[src/rtl/data_path.sv]
// Register-file datapath: 32-bit bus, 16 GPRs, HI/LO/Z/PC/MDR/InPort/Y and a combinational 64-bit ALU.
// Optional DATA_PATH_MULDIV_EN builds signed MUL/DIV; otherwise those opcodes yield zero.
module data_path (
  input  logic        Clock,
  input  logic        clear,
  input  logic        Read,
  input  logic [4:0]  op,
  input  logic [31:0] Mdatain,
  input  logic        R0out,  input logic R1out,  input logic R2out,  input logic R3out,
  input  logic        R4out,  input logic R5out,  input logic R6out,  input logic R7out,
  input  logic        R8out,  input logic R9out,  input logic R10out, input logic R11out,
  input  logic        R12out, input logic R13out, input logic R14out, input logic R15out,
  input  logic        HIOut,
  input  logic        LOout,
  input  logic        Zhighout,
  input  logic        Zlowout,
  input  logic        PCout,
  input  logic        MDRout,
  input  logic        InPortout,
  input  logic        Yout,
  input  logic        R0in,  input logic R1in,  input logic R2in,  input logic R3in,
  input  logic        R4in,  input logic R5in,  input logic R6in,  input logic R7in,
  input  logic        R8in,  input logic R9in,  input logic R10in, input logic R11in,
  input  logic        R12in, input logic R13in, input logic R14in, input logic R15in,
  input  logic        HIin,
  input  logic        LOin,
  input  logic        ZHighin,
  input  logic        Zlowin,
  input  logic        InPC,
  input  logic        MDRin,
  input  logic        InPortin,
  input  logic        Yin,
  output logic [31:0] BusOut,
  output logic [31:0] mdrData,
  output logic [31:0] BusMuxInR0,  output logic [31:0] BusMuxInR1,
  output logic [31:0] BusMuxInR2,  output logic [31:0] BusMuxInR3,
  output logic [31:0] BusMuxInR4,  output logic [31:0] BusMuxInR5,
  output logic [31:0] BusMuxInR6,  output logic [31:0] BusMuxInR7,
  output logic [31:0] BusMuxInR8,  output logic [31:0] BusMuxInR9,
  output logic [31:0] BusMuxInR10, output logic [31:0] BusMuxInR11,
  output logic [31:0] BusMuxInR12, output logic [31:0] BusMuxInR13,
  output logic [31:0] BusMuxInR14, output logic [31:0] BusMuxInR15,
  output logic [31:0] BusMuxInZhigh,
  output logic [31:0] BusMuxInZlow,
  output logic [31:0] BusMuxInPCout,
  output logic [31:0] BusMuxInInPortout,
  output logic [31:0] BusMuxInYout,
  output logic [31:0] BusMuxInHI,
  output logic [31:0] BusMuxInLO
);

  logic [15:0] r_out, r_in;
  logic [31:0] r_q [16];
  logic [31:0] hi_q, lo_q, zhi_q, zlo_q, pc_q, mdr_q, inport_q, y_q;
  logic [31:0] mdr_d;
  logic [63:0] c_d;
  logic [31:0] a, b;
  logic [4:0]  sh;

  assign r_out = {R15out, R14out, R13out, R12out, R11out, R10out, R9out, R8out,
                  R7out, R6out, R5out, R4out, R3out, R2out, R1out, R0out};
  assign r_in  = {R15in, R14in, R13in, R12in, R11in, R10in, R9in, R8in,
                  R7in, R6in, R5in, R4in, R3in, R2in, R1in, R0in};

  // Sources are applied lowest-priority first so the last match (R0out) wins.
  always_comb begin
    BusOut = '0;
    if (Yout)      BusOut = y_q;
    if (InPortout) BusOut = inport_q;
    if (MDRout)    BusOut = mdr_q;
    if (PCout)     BusOut = pc_q;
    if (Zlowout)   BusOut = zlo_q;
    if (Zhighout)  BusOut = zhi_q;
    if (LOout)     BusOut = lo_q;
    if (HIOut)     BusOut = hi_q;
    for (int i = 15; i >= 0; i--) begin
      if (r_out[i]) BusOut = r_q[i];
    end
  end

  assign a  = y_q;
  assign b  = BusOut;
  assign sh = b[4:0];

`ifdef DATA_PATH_MULDIV_EN
  logic signed [63:0] a_ext, b_ext;
  logic signed [31:0] quo, rem;
  assign a_ext = {{32{a[31]}}, a};
  assign b_ext = {{32{b[31]}}, b};
  assign quo   = (b == '0) ? '0 : $signed(a) / $signed(b);
  assign rem   = (b == '0) ? '0 : $signed(a) % $signed(b);
`endif

  always_comb begin
    c_d = '0;
    case (op)
      5'b00000: c_d = {32'd0, a + b};
      5'b00001: c_d = {32'd0, a - b};
      5'b00010: c_d = {32'd0, a >> sh};
      5'b00011: c_d = {32'd0, a << sh};
      5'b00100: c_d = {32'd0, $signed(a) >>> sh};
      5'b00101: c_d = {32'd0, (a >> sh) | (a << (6'd32 - {1'b0, sh}))};
      5'b00110: c_d = {32'd0, (a << sh) | (a >> (6'd32 - {1'b0, sh}))};
      5'b00111: c_d = {32'd0, a & b};
      5'b01000: c_d = {32'd0, a | b};
      5'b01001: c_d = {32'd0, 32'd0 - b};
      5'b01010: c_d = {32'd0, ~b};
`ifdef DATA_PATH_MULDIV_EN
      5'b01011: c_d = a_ext * b_ext;
      5'b01100: c_d = {rem, quo};
`endif
      default:  c_d = '0;
    endcase
  end

  assign mdr_d = Read ? Mdatain : BusOut;

  always_ff @(posedge Clock or negedge clear) begin
    if (!clear) begin
      for (int i = 0; i < 16; i++) r_q[i] <= '0;
      hi_q     <= '0;
      lo_q     <= '0;
      zhi_q    <= '0;
      zlo_q    <= '0;
      pc_q     <= '0;
      mdr_q    <= '0;
      inport_q <= '0;
      y_q      <= '0;
    end else begin
      for (int i = 0; i < 16; i++) begin
        if (r_in[i]) r_q[i] <= BusOut;
      end
      if (HIin)     hi_q     <= BusOut;
      if (LOin)     lo_q     <= BusOut;
      if (ZHighin)  zhi_q    <= c_d[63:32];
      if (Zlowin)   zlo_q    <= c_d[31:0];
      if (InPC)     pc_q     <= BusOut;
      if (MDRin)    mdr_q    <= mdr_d;
      if (InPortin) inport_q <= BusOut;
      if (Yin)      y_q      <= BusOut;
    end
  end

  assign mdrData           = mdr_q;
  assign BusMuxInR0        = r_q[0];
  assign BusMuxInR1        = r_q[1];
  assign BusMuxInR2        = r_q[2];
  assign BusMuxInR3        = r_q[3];
  assign BusMuxInR4        = r_q[4];
  assign BusMuxInR5        = r_q[5];
  assign BusMuxInR6        = r_q[6];
  assign BusMuxInR7        = r_q[7];
  assign BusMuxInR8        = r_q[8];
  assign BusMuxInR9        = r_q[9];
  assign BusMuxInR10       = r_q[10];
  assign BusMuxInR11       = r_q[11];
  assign BusMuxInR12       = r_q[12];
  assign BusMuxInR13       = r_q[13];
  assign BusMuxInR14       = r_q[14];
  assign BusMuxInR15       = r_q[15];
  assign BusMuxInZhigh     = zhi_q;
  assign BusMuxInZlow      = zlo_q;
  assign BusMuxInPCout     = pc_q;
  assign BusMuxInInPortout = inport_q;
  assign BusMuxInYout      = y_q;
  assign BusMuxInHI        = hi_q;
  assign BusMuxInLO        = lo_q;

endmodule

[config.mk]
export PLATFORM = sky130hd
export DESIGN_NAME = data_path
export DESIGN_NICKNAME = d
export VERILOG_FILES = /design/src/rtl/data_path.sv
export SDC_FILE = /design/constraint.sdc
export NUM_CORES = 2
export LEC_CHECK = 0
export CORE_AREA = 10 10 336 338
export DETAILED_ROUTE_END_ITERATION = 12
export DIE_AREA = 0 0 346 348
export DONT_BUFFER_PORTS = 1
export PLACE_DENSITY = 0.59
export REMOVE_ABC_BUFFERS = 1
export SYNTH_ARGS = -nofsm -noshare
export SYNTH_HDL_FRONTEND = slang
export SYNTH_SLANG_ARGS = --single-unit
[constraint.sdc]
create_clock -name Clock -period 10.1 [get_ports Clock]
set_input_delay 0.505 -clock Clock [delete_from_list [all_inputs] [get_ports Clock]]
set_output_delay 0.505 -clock Clock [all_outputs]
set_load 0.03 [all_outputs]
After elaboration in Yosys (flattened, before gate mapping)
Cells that the tools add are included.
- output and inout bits: 800
- bits in registers: 768
- input bits: 88
- add/sub/neg operators: 4
- reductions and logical operators: 1
- shifts and indexed selects: 5
- bitwise operators: 5
- muxes and demuxes: 26
- equality and inequality tests: 10
- operators with widths (operator ; number):
    32-bit 2-to-1 mux ; 25
    32-bit case mux with 11 select lines ; 1
    32-bit OR ; 3
    32-bit adder ; 1
    32-bit bitwise AND ; 1
    32-bit inverter ; 1
    32-bit by 5-bit << shifter with 32-bit output ; 1
    32-bit by 6-bit << shifter with 32-bit output ; 1
    32-bit by 5-bit right shift with 32-bit output ; 1
    32-bit by 6-bit right shift with 32-bit output ; 1
    32-bit by 5-bit >>> shifter with 32-bit output ; 1
    1-bit by 32-bit subtractor with 32-bit output (first input constant) ; 1
    32-bit subtractor ; 1
    5-bit by 3-bit == test with 1-bit output (second input constant) ; 4
    5-bit by 4-bit == test with 1-bit output (second input constant) ; 3
    5-bit by 2-bit == test with 1-bit output (second input constant) ; 2
    6-bit by 5-bit subtractor with 6-bit output (first input constant) ; 1
    5-bit by 1-bit == test with 1-bit output (second input constant) ; 1
    5-bit zero test ; 1

Depth between registers and ports, before layout
- depth after elaboration: 28
- mapped depth: 29
- gate-level depth less buffers: 24

Worst setup path before layout
OpenSTA, ideal clock, no wires.
- path kind: input to register
- from: input port LOout
- to: register zlo_q[30] (netlist: BusMuxInZlow[30])
- data required time: 9.974 ns
- cell stages on the path: 28
- arrival: 5.968 ns
- setup time: 0.126 ns
- path buffers: 8
- slack: 4.005 ns
- cell sequence: buf_2 > or2_1 > buf_6 > a21oi_2 > o31ai_2 > o211ai_4 > nand3_2 > inv_2 > buf_6 > buf_4 > buf_2 > buf_4 > buf_2 > clkbuf_1 > ha_1 > fa_1 > nand2b_1 > a21oi_1 > o41ai_1 > a31o_2 > a21oi_1 > a211oi_1 > o211ai_1 > a2111oi_0 > nor3_1 > xnor2_1 > nor2_1 > o32a_1
- longest elaborated chain between the ends: 22
- elaborated cells between the ends (all ways): 33
- classes of those cells: add/sub: 4; shift: 5; mux: 19; bitwise: 5
- ends and longest elaborated chain (element ; line ; source):
    from (decl) ; 14 ; input logic LOout,
    32-bit 2-to-1 mux (*) ; 74 ; if (LOout) BusOut = lo_q;
    32-bit 2-to-1 mux (*) ; 75 ; if (HIOut) BusOut = hi_q;
    32-bit 2-to-1 mux (*) (16 in a row) ; 77 ; if (r_out[i]) BusOut = r_q[i];
    named net BusOut[0] ; 33 ; output logic [31:0] BusOut,
    6-bit by 5-bit subtractor with 6-bit output ; 102, 103 ;
    32-bit by 6-bit right shift with 32-bit output / 32-bit by 6-bit << shifter with 32-bit output (equally long branches) ; 103, 102 ;
    32-bit OR (on tied branches) ; 103, 102 ;
    32-bit case mux with 11 select lines (*) ; 96 ; case (op)
    to (signal assigned) ; 136 ; if (Zlowin) zlo_q <= c_d[31:0];
    to (decl) ; 54 ; logic [31:0] hi_q, lo_q, zhi_q, zlo_q, pc_q, mdr_q, inport_q, y_q;
The timed path passes the listed nets; every way through them passes the cells marked *.
A chain may end at the register's enable or synchronous reset.

Final worst setup path
- from: register y_q[8] (netlist: BusMuxInYout[8])
- to: register zlo_q[23] (netlist: BusMuxInZlow[23])
- longest elaborated chain between the ends: 26
- elaborated cells between the ends (all ways): 35
- classes of those cells: add/sub: 3; shift: 5; mux: 25; bitwise: 2
- ends and longest elaborated chain (element ; line ; source):
    from (decl) ; 54 ;
    from (signal assigned) ; 140 ; if (Yin) y_q <= BusOut;
    32-bit 2-to-1 mux ; 68 ; if (Yout) BusOut = y_q;
    32-bit 2-to-1 mux ; 69 ; if (InPortout) BusOut = inport_q;
    32-bit 2-to-1 mux ; 70 ; if (MDRout) BusOut = mdr_q;
    32-bit 2-to-1 mux ; 71 ; if (PCout) BusOut = pc_q;
    32-bit 2-to-1 mux ; 72 ; if (Zlowout) BusOut = zlo_q;
    32-bit 2-to-1 mux ; 73 ; if (Zhighout) BusOut = zhi_q;
    32-bit 2-to-1 mux ; 74 ;
    32-bit 2-to-1 mux ; 75 ;
    32-bit 2-to-1 mux (16 in a row) ; 77 ;
    1-bit by 32-bit subtractor with 32-bit output (tied with other cells) ; 106 ; 5'b01001: c_d = {32'd0, 32'd0 - b};
    32-bit case mux with 11 select lines (*) ; 96 ;
Every way passes the cells marked *; elsewhere a longest branch is shown, timed or not.

==> impl_results.md <==
- WP data arrival: 9.21 ns
- Initial antenna violation count: 23
- Die outline height: 348 um
- CTS clock-pin slew for the worst setup and hold paths: 0.07 ns
- Max Fclk: 116 MHz
- Min Tclk post-route: 8.61 ns
- Clock Skew: roughly 0.052 ns
- Register area share after synthesis: 0.398
- Slew @ Worst Pin: approximately 1.8 ns
- Top cell by count, worst path: a221oi_1
- Largest cells by area after synthesis: dfrtp_1, a21oi_1, mux2_2
- Int Pwr: 7.05 mW
- Yosys warning total: 0
- H-tree depth: 3
- EDFF count, synth: 0
- Layout cells sized above 1: 0.138
- Syn Inst Count: 5,334
- Combinational power share: 0.383
- Half-perimeter wire length after placement: 217,000 um
- Leakage power: 20.9 nW
- R2R depth: 22
- RSZ-0062 raised after global routing: false
- Root buf cell: clkbuf_16
- Worst skew pair latency: 0.74 ns
- Fillers: 10,245
- Synthesized area per cell: 8.68 sq um
- Remaining Overflow, GRT: 0
- Clock network power share: 0.227
- Fin util: 0.481
- Required @ worst endpoint: roughly 11 ns
- Pre-Repair DR Iteration Count: 7
- Post-synth top area cell: dfrtp_1
- Register area: 18,400 sq um
- Final WL: 294,000 um
- Final Slew Violations: 419
- Yosys reg bits: around 740
- Share of the synthesized area in the top cell type: 0.398
- Bufs and invs on worst path: 1
- Post-synth top flop: dfrtp_1
- Failing checks: hold timing, capacitance limit, slew limit
- Slowest stage delay, CP: 1.11 ns
- Pwr Density: around 280 nW/um^2
- Global-route wire length before repair: 391,000 um
- Post-route antenna net violation count: 0
- Core ar.: 106,000 sq um
- Switching share of power: 0.513
- Number of hold buffers added after CTS: 29
- Netlist cell types: ~110
- Worst vdd ir: 0.169 mV
- Num CTS Buffers: 86
- Nets: 5,303
- Final-report setup violation count: 0
- Total GRT Usage: 0.462
- Largest net degree at the start of global routing: between 700 and 800
- Design area: 51,100 sq um
- Area taken by multi-input logic gates: 25,500 sq um
- Die Wd: 346 um
- Setup TNS: 0 ns
- Critical-path cell list: buf_4 -> a221oi_1 -> o31ai_1 -> a221oi_1 -> o311ai_0 -> a221oi_1 -> nor3_1 -> a211oi_1 -> o211ai_1 -> a32oi_4 -> ha_1 -> a21oi_1 -> nor3b_1 -> a211oi_1 -> o211a_1 -> o31a_1 -> o21ai_0 -> xnor2_1 -> a221oi_1 -> o2111ai_1 -> nor3_1 -> o2bb2ai_1
- Vias: 48,070
- Crit. path cell count: 22
- Setup CP Type: flop to flop
- Post-CTS Repair Setup Buffers: 0
- Slew HR: -0.190
- Critical Path Sink Type: flop
- Crit path launch type: flop
- Status: finished with violations
- Port buffer count: 0
- Synthesized area: around 46,000 sq um
- Hold Path Class: input pin to asynchronous set/reset pin
- GPL Wtd Cong: 1.10
- CTS tree: yes
- Switching power: 7.42 mW
- Die Area: 120,000 sq um
- Final-report hold violation count: 7
- WHS: -0.0623 ns
- Vias in the first global route: between 40,000 and 50,000
- Pwr Total: 14.5 mW
- Flop pwr share: 0.390
- Longest Clk Path Bufs: 3
- Crit share post-route: 0.853
- Syn-to-layout area delta: 10.4%
- CP Max Fanout: 14
- Area post-placement: 47,400 sq um
- # DRC: 0
- FFs w/ async S/R, synth: 1.00
- Slowest cell on the critical path: a211oi_1
- CP delay by family, top: compound AO/OA/AOI/OAI gates
- Drt via density: 7.29
- Clock sinks: between 700 and 800
- Commonest non-fill, non-tap cell in the layout: a21oi_1
- DRT iter0 DRCs: 7,924
- Initial Util: 0.435
- Commonest non-fill, non-tap cells in the layout: a21oi_1, nor2_1, dfrtp_1
- Ports: 888
- FP Rows: 120
- Post_cts resized: 0
- Drt wl/cell: 44.6 um
- Max-cap violations: 1
## final cells by class
cell class / instances / area share
diodes: 9 / 0.000441
clock buffers: 119 / 0.0491
clock inverters: 32 / 0.00803
inverters: 147 / 0.0109
multi-input cells: 3953 / 0.499
flip-flops and latches: 736 / 0.361
well taps: 1403 / 0.0344
repair buffers: 191 / 0.0381
## power groups by stage
stage	clock [mW]	combinational, mW	sequential (mW)
CTS	3.26	5.19	5.60
floorplan	0	3.00	5.17
global placement	0	5.02	5.64
detailed placement	0	5.05	5.66
finish	3.28	5.55	5.64
global route	3.38	5.66	5.67
## worst paths after layout
path	slack, ns	from	to
min	-0.06	clear	BusMuxInR3[24]
max	1.49	BusMuxInYout[8]	BusMuxInZlow[23]
max reg2reg	1.49	BusMuxInYout[8]	BusMuxInZlow[23]
min in group Clock	0.02	Mdatain[30]	mdrData[30]
min reg2reg	0.73	BusMuxInR6[13]	BusMuxInR6[13]
max in group asynchronous	6.96	clear	BusMuxInZlow[15]
## routing by layer
layer	vias to the layer above	global-route usage	share of wire
li1	18962	-	-
met1	23977	0.541	0.35
met2	4158	0.661	0.41
met3	967	0.227	0.16
met4	6	0.312	0.085
met5	-	0	0.00012
## Yosys cell counts, types with 11 or more instances
library cell / number
a21oi_1: 761
nor2_1: 744
dfrtp_1: 736
clkbuf_1: 385
nand2_1: 345
mux2_2: 273
o21ai_0: 266
mux2i_1: 198
inv_1: 138
ha_1: 98
nor3_1: 90
o22ai_1: 87
a221oi_1: 70
a211oi_1: 69
buf_2: 52
o211ai_1: 52
a22oi_1: 51
nand3_1: 49
buf_4: 46
o21a_1: 44
a221o_1: 40
buf_1: 38
nor2b_1: 38
o221ai_1: 38
a21o_1: 35
a31oi_1: 34
nand2b_1: 34
xnor2_1: 32
o31ai_1: 28
o2111ai_1: 26
or3_1: 25
nor4_1: 24
a2111oi_0: 23
a211o_1: 17
o311ai_0: 17
xor2_1: 15
nand3b_1: 14
o31a_1: 14
a22o_1: 13
nand4_1: 13
o32ai_1: 13
a32oi_1: 12
and3_1: 12
or2_2: 12
nor3b_1: 11
## worst reg2reg max path, delay by kind of cell (launching register included)
family                     cells  cell delay [ns]
xor gates and xnor gates       1             0.13
DFF                            1             0.36
buffers and inverters          1             0.24
and+or+nand+nor                3             0.67
adders and majority gates      1             0.45
AOI/OAI and AO/OA             16             6.67
## per-stage QoR
stage	setup slack [ns]	instances	hold slack [ns]
after global routing	1.71	6585	0.0194
after detailed placement	2.02	6398	0.227
after CTS	2.05	6578	-0.528
after floorplan	2.55	4836	0.209
after global placement	2.07	6398	0.231
final	1.49	6590	-0.0623
## logic make-up after synthesis
logic type,synth area share
AOI/OAI and AO/OA,0.255
and+or+nand+nor,0.134
DFF,0.398
buffers and inverters,0.0611
muxes,0.115
adders and majority gates,0.0274
xor gates and xnor gates,0.00889
other,0.0000810
No activity file was read; power rests on OpenSTA's default activity.
